--- src/rtl/aes_pkg.sv ---
// aes_pkg: shared AES constants, inverse S-box table, lane byte indexing and FSM states.
package aes_pkg;
   localparam int AES_STATE_W = 128;
   localparam int AES_BYTES = 16;
   typedef enum logic [1:0] {IDLE, BUSY, DONE} fsm_t;
   localparam logic [7:0] INV_SBOX [0:255] = '{
      8'h52, 8'h09, 8'h6a, 8'hd5, 8'h30, 8'h36, 8'ha5, 8'h38, 8'hbf, 8'h40, 8'ha3, 8'h9e, 8'h81, 8'hf3, 8'hd7, 8'hfb,
      8'h7c, 8'he3, 8'h39, 8'h82, 8'h9b, 8'h2f, 8'hff, 8'h87, 8'h34, 8'h8e, 8'h43, 8'h44, 8'hc4, 8'hde, 8'he9, 8'hcb,
      8'h54, 8'h7b, 8'h94, 8'h32, 8'ha6, 8'hc2, 8'h23, 8'h3d, 8'hee, 8'h4c, 8'h95, 8'h0b, 8'h42, 8'hfa, 8'hc3, 8'h4e,
      8'h08, 8'h2e, 8'ha1, 8'h66, 8'h28, 8'hd9, 8'h24, 8'hb2, 8'h76, 8'h5b, 8'ha2, 8'h49, 8'h6d, 8'h8b, 8'hd1, 8'h25,
      8'h72, 8'hf8, 8'hf6, 8'h64, 8'h86, 8'h68, 8'h98, 8'h16, 8'hd4, 8'ha4, 8'h5c, 8'hcc, 8'h5d, 8'h65, 8'hb6, 8'h92,
      8'h6c, 8'h70, 8'h48, 8'h50, 8'hfd, 8'hed, 8'hb9, 8'hda, 8'h5e, 8'h15, 8'h46, 8'h57, 8'ha7, 8'h8d, 8'h9d, 8'h84,
      8'h90, 8'hd8, 8'hab, 8'h00, 8'h8c, 8'hbc, 8'hd3, 8'h0a, 8'hf7, 8'he4, 8'h58, 8'h05, 8'hb8, 8'hb3, 8'h45, 8'h06,
      8'hd0, 8'h2c, 8'h1e, 8'h8f, 8'hca, 8'h3f, 8'h0f, 8'h02, 8'hc1, 8'haf, 8'hbd, 8'h03, 8'h01, 8'h13, 8'h8a, 8'h6b,
      8'h3a, 8'h91, 8'h11, 8'h41, 8'h4f, 8'h67, 8'hdc, 8'hea, 8'h97, 8'hf2, 8'hcf, 8'hce, 8'hf0, 8'hb4, 8'he6, 8'h73,
      8'h96, 8'hac, 8'h74, 8'h22, 8'he7, 8'had, 8'h35, 8'h85, 8'he2, 8'hf9, 8'h37, 8'he8, 8'h1c, 8'h75, 8'hdf, 8'h6e,
      8'h47, 8'hf1, 8'h1a, 8'h71, 8'h1d, 8'h29, 8'hc5, 8'h89, 8'h6f, 8'hb7, 8'h62, 8'h0e, 8'haa, 8'h18, 8'hbe, 8'h1b,
      8'hfc, 8'h56, 8'h3e, 8'h4b, 8'hc6, 8'hd2, 8'h79, 8'h20, 8'h9a, 8'hdb, 8'hc0, 8'hfe, 8'h78, 8'hcd, 8'h5a, 8'hf4,
      8'h1f, 8'hdd, 8'ha8, 8'h33, 8'h88, 8'h07, 8'hc7, 8'h31, 8'hb1, 8'h12, 8'h10, 8'h59, 8'h27, 8'h80, 8'hec, 8'h5f,
      8'h60, 8'h51, 8'h7f, 8'ha9, 8'h19, 8'hb5, 8'h4a, 8'h0d, 8'h2d, 8'he5, 8'h7a, 8'h9f, 8'h93, 8'hc9, 8'h9c, 8'hef,
      8'ha0, 8'he0, 8'h3b, 8'h4d, 8'hae, 8'h2a, 8'hf5, 8'hb0, 8'hc8, 8'heb, 8'hbb, 8'h3c, 8'h83, 8'h53, 8'h99, 8'h61,
      8'h17, 8'h2b, 8'h04, 8'h7e, 8'hba, 8'h77, 8'hd6, 8'h26, 8'he1, 8'h69, 8'h14, 8'h63, 8'h55, 8'h21, 8'h0c, 8'h7d
   };
   // Byte handled by a lane at a given step; the MSB group goes first.
   function automatic int byte_idx(int step, int lane, int lanes);
      return AES_BYTES - 1 - step * lanes - lane;
   endfunction
endpackage

--- src/rtl/inv_sub_bytes_iter_if.sv ---
// inv_sub_bytes_iter_if: valid/ready input and output streams of the inverse SubBytes stage.
interface inv_sub_bytes_iter_if;
   import aes_pkg::*;
   logic in_valid, in_ready, out_valid, out_ready;
   logic [AES_STATE_W-1:0] in_state, out_state;
   modport master (output in_valid, in_state, out_ready, input in_ready, out_valid, out_state);
   modport slave (input in_valid, in_state, out_ready, output in_ready, out_valid, out_state);
endinterface

--- src/rtl/aes_inv_sbox.sv ---
// aes_inv_sbox: combinational AES inverse S-box lookup.
module aes_inv_sbox
   import aes_pkg::*;
(
   input  logic [7:0] byte_val,
   output logic [7:0] sub_val
);
   assign sub_val = INV_SBOX[byte_val];
endmodule

--- src/rtl/inv_sub_bytes_iter.sv ---
// inv_sub_bytes_iter: iterative AES inverse SubBytes, LANES bytes per cycle, registered output.
module inv_sub_bytes_iter
   import aes_pkg::*;
#(
   parameter int LANES = 4
) (
   input logic clk,
   input logic rst_n,
   inv_sub_bytes_iter_if.slave bus
);
   localparam int STEPS = AES_BYTES / LANES;
   localparam int CW = STEPS > 1 ? $clog2(STEPS) : 1;
   if (!(LANES == 1 || LANES == 2 || LANES == 4 || LANES == 8 || LANES == 16)) begin : g_bad_lanes
      $error("LANES must be 1, 2, 4, 8 or 16");
   end
   fsm_t state, state_n;
   logic [CW-1:0] cnt;
   logic [AES_STATE_W-1:0] work, sub, out_q;
   logic [7:0] sb_in [LANES];
   logic [7:0] sb_out [LANES];
   logic capture, last;
   for (genvar i = 0; i < LANES; i++) begin : g_lane
      assign sb_in[i] = work[byte_idx(int'(cnt), i, LANES)*8 +: 8];
      aes_inv_sbox u_sbox (.byte_val(sb_in[i]), .sub_val(sb_out[i]));
   end
   always_comb begin
      sub = work;
      for (int i = 0; i < LANES; i++) sub[byte_idx(int'(cnt), i, LANES)*8 +: 8] = sb_out[i];
   end
   assign last = cnt == CW'(STEPS - 1);
   assign bus.in_ready = state == IDLE || (state == DONE && bus.out_ready);
   assign capture = bus.in_valid && bus.in_ready;
   assign bus.out_valid = state == DONE;
   assign bus.out_state = out_q;
   // A capture from DONE covers the back-to-back case.
   always_comb begin
      state_n = state;
      state_n = capture ? BUSY
              : state == BUSY ? (last ? DONE : BUSY)
              : (state == DONE && bus.out_ready) ? IDLE : state;
   end
   always_ff @(posedge clk or negedge rst_n) begin
      if (!rst_n) begin
         state <= IDLE;
         cnt <= '0;
         work <= '0;
         out_q <= '0;
      end else begin
         state <= state_n;
         if (capture) begin
            work <= bus.in_state;
            cnt <= '0;
         end else if (state == BUSY) begin
            work <= sub;
            cnt <= last ? cnt : cnt + 1'b1;
            if (last) out_q <= sub;
         end
      end
   end
endmodule

--- src/flat_wrapper.sv ---
// flat-port wrapper written by rule: the top's interface ports become plain ports
module inv_sub_bytes_iter_flat import aes_pkg::*;
#(
   parameter int LANES = 4
)
  (clk, rst_n, bus_in_valid, bus_in_state, bus_out_ready, bus_in_ready, bus_out_valid, bus_out_state);
  inv_sub_bytes_iter_if bus_i ();
  input logic clk;
  input logic rst_n;
  input wire logic [$bits(bus_i.in_valid)-1:0] bus_in_valid;
  input wire logic [$bits(bus_i.in_state)-1:0] bus_in_state;
  input wire logic [$bits(bus_i.out_ready)-1:0] bus_out_ready;
  output wire logic [$bits(bus_i.in_ready)-1:0] bus_in_ready;
  output wire logic [$bits(bus_i.out_valid)-1:0] bus_out_valid;
  output wire logic [$bits(bus_i.out_state)-1:0] bus_out_state;
  assign bus_i.in_valid = bus_in_valid;
  assign bus_i.in_state = bus_in_state;
  assign bus_i.out_ready = bus_out_ready;
  assign bus_in_ready = bus_i.in_ready;
  assign bus_out_valid = bus_i.out_valid;
  assign bus_out_state = bus_i.out_state;
  inv_sub_bytes_iter #(.LANES(LANES)) u_core (.clk(clk), .rst_n(rst_n), .bus(bus_i));
endmodule
--- config.mk ---
export PLATFORM = sky130hd
export DESIGN_NAME = inv_sub_bytes_iter_flat
export DESIGN_NICKNAME = d
export VERILOG_FILES = /design/src/rtl/aes_pkg.sv /design/src/rtl/inv_sub_bytes_iter_if.sv /design/src/rtl/aes_inv_sbox.sv /design/src/rtl/inv_sub_bytes_iter.sv /design/src/flat_wrapper.sv
export SDC_FILE = /design/constraint.sdc
export NUM_CORES = 1
export LEC_CHECK = 0
export CORE_MARGIN = 1.5
export CORE_UTILIZATION = 40
export DETAILED_ROUTE_END_ITERATION = 8
export SYNTH_ARGS = -nofsm -noshare
export SYNTH_HDL_FRONTEND = slang
export SYNTH_SLANG_ARGS = --single-unit
--- constraint.sdc ---
create_clock -name clk -period 3.5 [get_ports clk]
set_input_delay 0.875 -clock clk [delete_from_list [all_inputs] [get_ports clk]]
set_output_delay 0.875 -clock clk [all_outputs]
set_load 0.05 [all_outputs]
==> impl_metrics.env <==
export IMPL_outcome="finished with violations"
export IMPL_violations="setup timing"
export IMPL_ys_seq_area_frac=0.2486
export IMPL_first_global_vias=32596
export IMPL_cp_max_fo=20
export IMPL_io_buffers=261
export IMPL_drc=0
export IMPL_num_vias=34098
export IMPL_synthArstFlopShare=1.000
export IMPL_fin_skew_ps=17.74
export IMPL_cap_violations=0
export IMPL_final_cells=4802
export IMPL_finalHoldViolCount=0
export IMPL_cp_startpoint="u_core.cnt[1]"
export IMPL_yosys_most_used_dff="dfrtp_1"
export IMPL_wirelength_mm=150.2
export IMPL_cp_depth=14
export IMPL_cpMaxStageDelayCell="dfrtp_4"
export IMPL_layout_setup_ws_ps=-13.76
export IMPL_rsz0062_at_grt="true"
export IMPL_ff2ff_setup_slack_ps=-10
export IMPL_cts_made_buffers=27
export IMPL_synth_distinct_cells=112
export IMPL_min_delay_path_class="primary input to async pin"
export IMPL_clock_latency_ps=570
export IMPL_critPathMostFrequentCell="buf_4"
export IMPL_synthesis_area_mm2=0.02617
export IMPL_cts_tree="done"
export IMPL_finalSetupViolCount=1
export IMPL_final_util=0.5516
export IMPL_drtAntennaViolNets=0
export IMPL_grt_max_degree=107
export IMPL_grt_pass1_wl_mm=217.4
export IMPL_clockBufferDepth=3
export IMPL_cts_sinks=260
export IMPL_fin_crit_ps=3514
export IMPL_ys_warn_count=0
export IMPL_die_area_mm2=0.06697
export IMPL_synth_top_cell_area_share=0.2486
export IMPL_ys_ff_latch=260
export IMPL_wl_per_cell_um=31.28
export IMPL_cp_end_kind="flip-flop"
export IMPL_tns_ps=-13.76
export IMPL_cpPeakStageDelay_ps=530
export IMPL_boundaryPins=262
export IMPL_rows=93
export IMPL_crit_buf_inv=5
export IMPL_overflow=0
export IMPL_startpoint_type="flip-flop"
export IMPL_tightestPinTransition_ps=1197
export IMPL_synthesis_nets=3532
export IMPL_synth_area_leaders="dfrtp_1, a21oi_1, o21ai_0"
export IMPL_syn_to_final_growth_pct=36.12
export IMPL_cp_arrival_ps=3970
export IMPL_yosysMostFrequentCell="nand2_1"
export IMPL_drive_gt1_frac=0.2661
export IMPL_slew_headroom=0.2021
export IMPL_period_share=1.004
export IMPL_antenna_found_initial=10
export IMPL_drtIter0Drc=5144
export IMPL_crit_chain="buf_4 -> buf_4 -> mux2i_2 -> mux2_4 -> inv_2 -> buf_12 -> nor2b_1 -> nand2_1 -> nand2_1 -> o221ai_1 -> a31oi_1 -> o32ai_2 -> buf_4 -> a221o_1"
export IMPL_htree_levels=1
export IMPL_synthCells=3324
export IMPL_die_y_um=258.8
export IMPL_core_mm2=0.06458
export IMPL_synth_common_cells="nand2_1, a21oi_1, o21ai_0, dfrtp_1, nor2_1"
export IMPL_drv_slew=0
export IMPL_viasPerCell=7.101
export IMPL_clkTransAtPathRegs_ps=70
export IMPL_r2r_start="u_core.cnt[1]"
export IMPL_fmax_mhz=284.6
export IMPL_worstPathRequired_ps=3960
export IMPL_avgSynthCellArea_um2=7.873
export IMPL_die_w_um=258.8
export IMPL_synth_top_area_cell="dfrtp_1"
export IMPL_cts_root_buf="clkbuf_16"
export IMPL_path_delay_family="buffers and inverters"
export IMPL_synth_edf_count=0
export IMPL_gp_congestion=1.074
export IMPL_post_place_cells=4721
export IMPL_n_fill_cell=5932
export IMPL_final_nets=4128
export IMPL_drt_pass1_iter_count=7
export IMPL_worstRegToRegCells=14
export IMPL_grt_usage=0.4276
export IMPL_place_hpwl_mm=110.8
export IMPL_start_util=0.4052
export IMPL_path_class="flip-flop to flip-flop"
## path summary, 6_finish.rpt
check | end
min reg2reg | u_core.bus.out_state[39]
max reg2reg | u_core.bus.out_state[6]
max in group asynchronous | u_core.work[40]
max | u_core.bus.out_state[6]
min | u_core.bus.out_state[31]
min in group clk | u_core.bus.out_state[39]
## layout make-up
| class | count | area (um2) | area share |
|---|---|---|---|
| clock buffer | 36 | 739.5 | 0.02076 |
| tap | 855 | 1070 | 0.03003 |
| sequential | 260 | 6514 | 0.1829 |
| clock inverter | 12 | 185.2 | 0.005198 |
| timing repair buffer | 936 | 8406 | 0.2360 |
| inverter | 58 | 236.5 | 0.006639 |
| antenna | 8 | 20.02 | 0.0005620 |
| multi-input combinational | 2637 | 18450 | 0.5180 |
## layout by cell type (no fill, tap or decap), drive strengths merged, types with 13 or more instances in the layout
cell	n
a22o	24
and2	38
a221o	29
buf	676
nand2	311
nor3	67
a31oi	65
clkbuf	37
ha	76
nor2	191
o2111ai	19
o31ai	32
and3	22
o211ai	74
clkdlybuf4s50	259
nor3b	88
a311oi	39
mux4	33
a22oi	98
o22ai	48
mux2	23
a21oi	294
or2	27
nor2b	31
a2111oi	13
mux2i	56
a211oi	54
a21o	35
dfrtp	260
inv	58
nand2b	64
a221oi	38
o21ai	364
nand3b	32
o311ai	42
nand4	13
nand3	80
o221ai	41
a211o	14
## per-stage QoR
step | worst slack (ps) | instance area, um2 | hold slack [ps]
floorplan | 2.248 | 26190 | 467.7
global placement | -313.9 | 33380 | 454.2
detailed placement | -287.4 | 33380 | 454.4
CTS | -5.687 | 34610 | 292.9
global route | -114.7 | 35610 | 304.0
finish | -13.76 | 35620 | 236.8
## state kept, by name, summed over array words and instances, names as in the netlist
name and cells:
u_core.bus.out_state 128, u_core.cnt 2, u_core.state 2, u_core.work 128
## per-layer routing
layer | wire (um) | track usage
met1 | 54660 | 0.5424
met3 | 19920 | 0.1225
met4 | 12100 | 0.2584
met2 | 63500 | 0.6429
met5 | 13 | 0
## repair_timing
item,in CTS,in global routing
gates cloned,0,1
pin swaps,5,42
setup endpoints to repair,185,231
buffers inserted,6,18
gates resized for setup,68,227
hold buffers,0,0
## worst reg2reg max path, stage by stage (launching register included)
cell	delay (ps)
dfrtp_4	530
buf_4	170
buf_4	180
mux2i_2	190
mux2_4	330
inv_2	140
buf_12	190
nor2b_1	390
nand2_1	220
nand2_1	110
o221ai_1	140
a31oi_1	250
o32ai_2	100
buf_4	160
a221o_1	310
## cell families (layout without fill, tap and decap cells)
family,after synthesis,after routing,share of synthesized area
XOR/XNOR,17,17,0.005689
adder cells (fa/ha/maj),76,76,0.03634
flip-flops,260,260,0.2486
AO/OA/AOI/OAI,1443,1443,0.3741
other,0,8,0
multiplexers,112,112,0.06077
buffers and inverters,427,1042,0.08415
AND/OR/NAND/NOR,989,989,0.1904
Power is not shown: default switching activity piles up to over one toggle a cycle in this logic, so the estimate is an artifact.
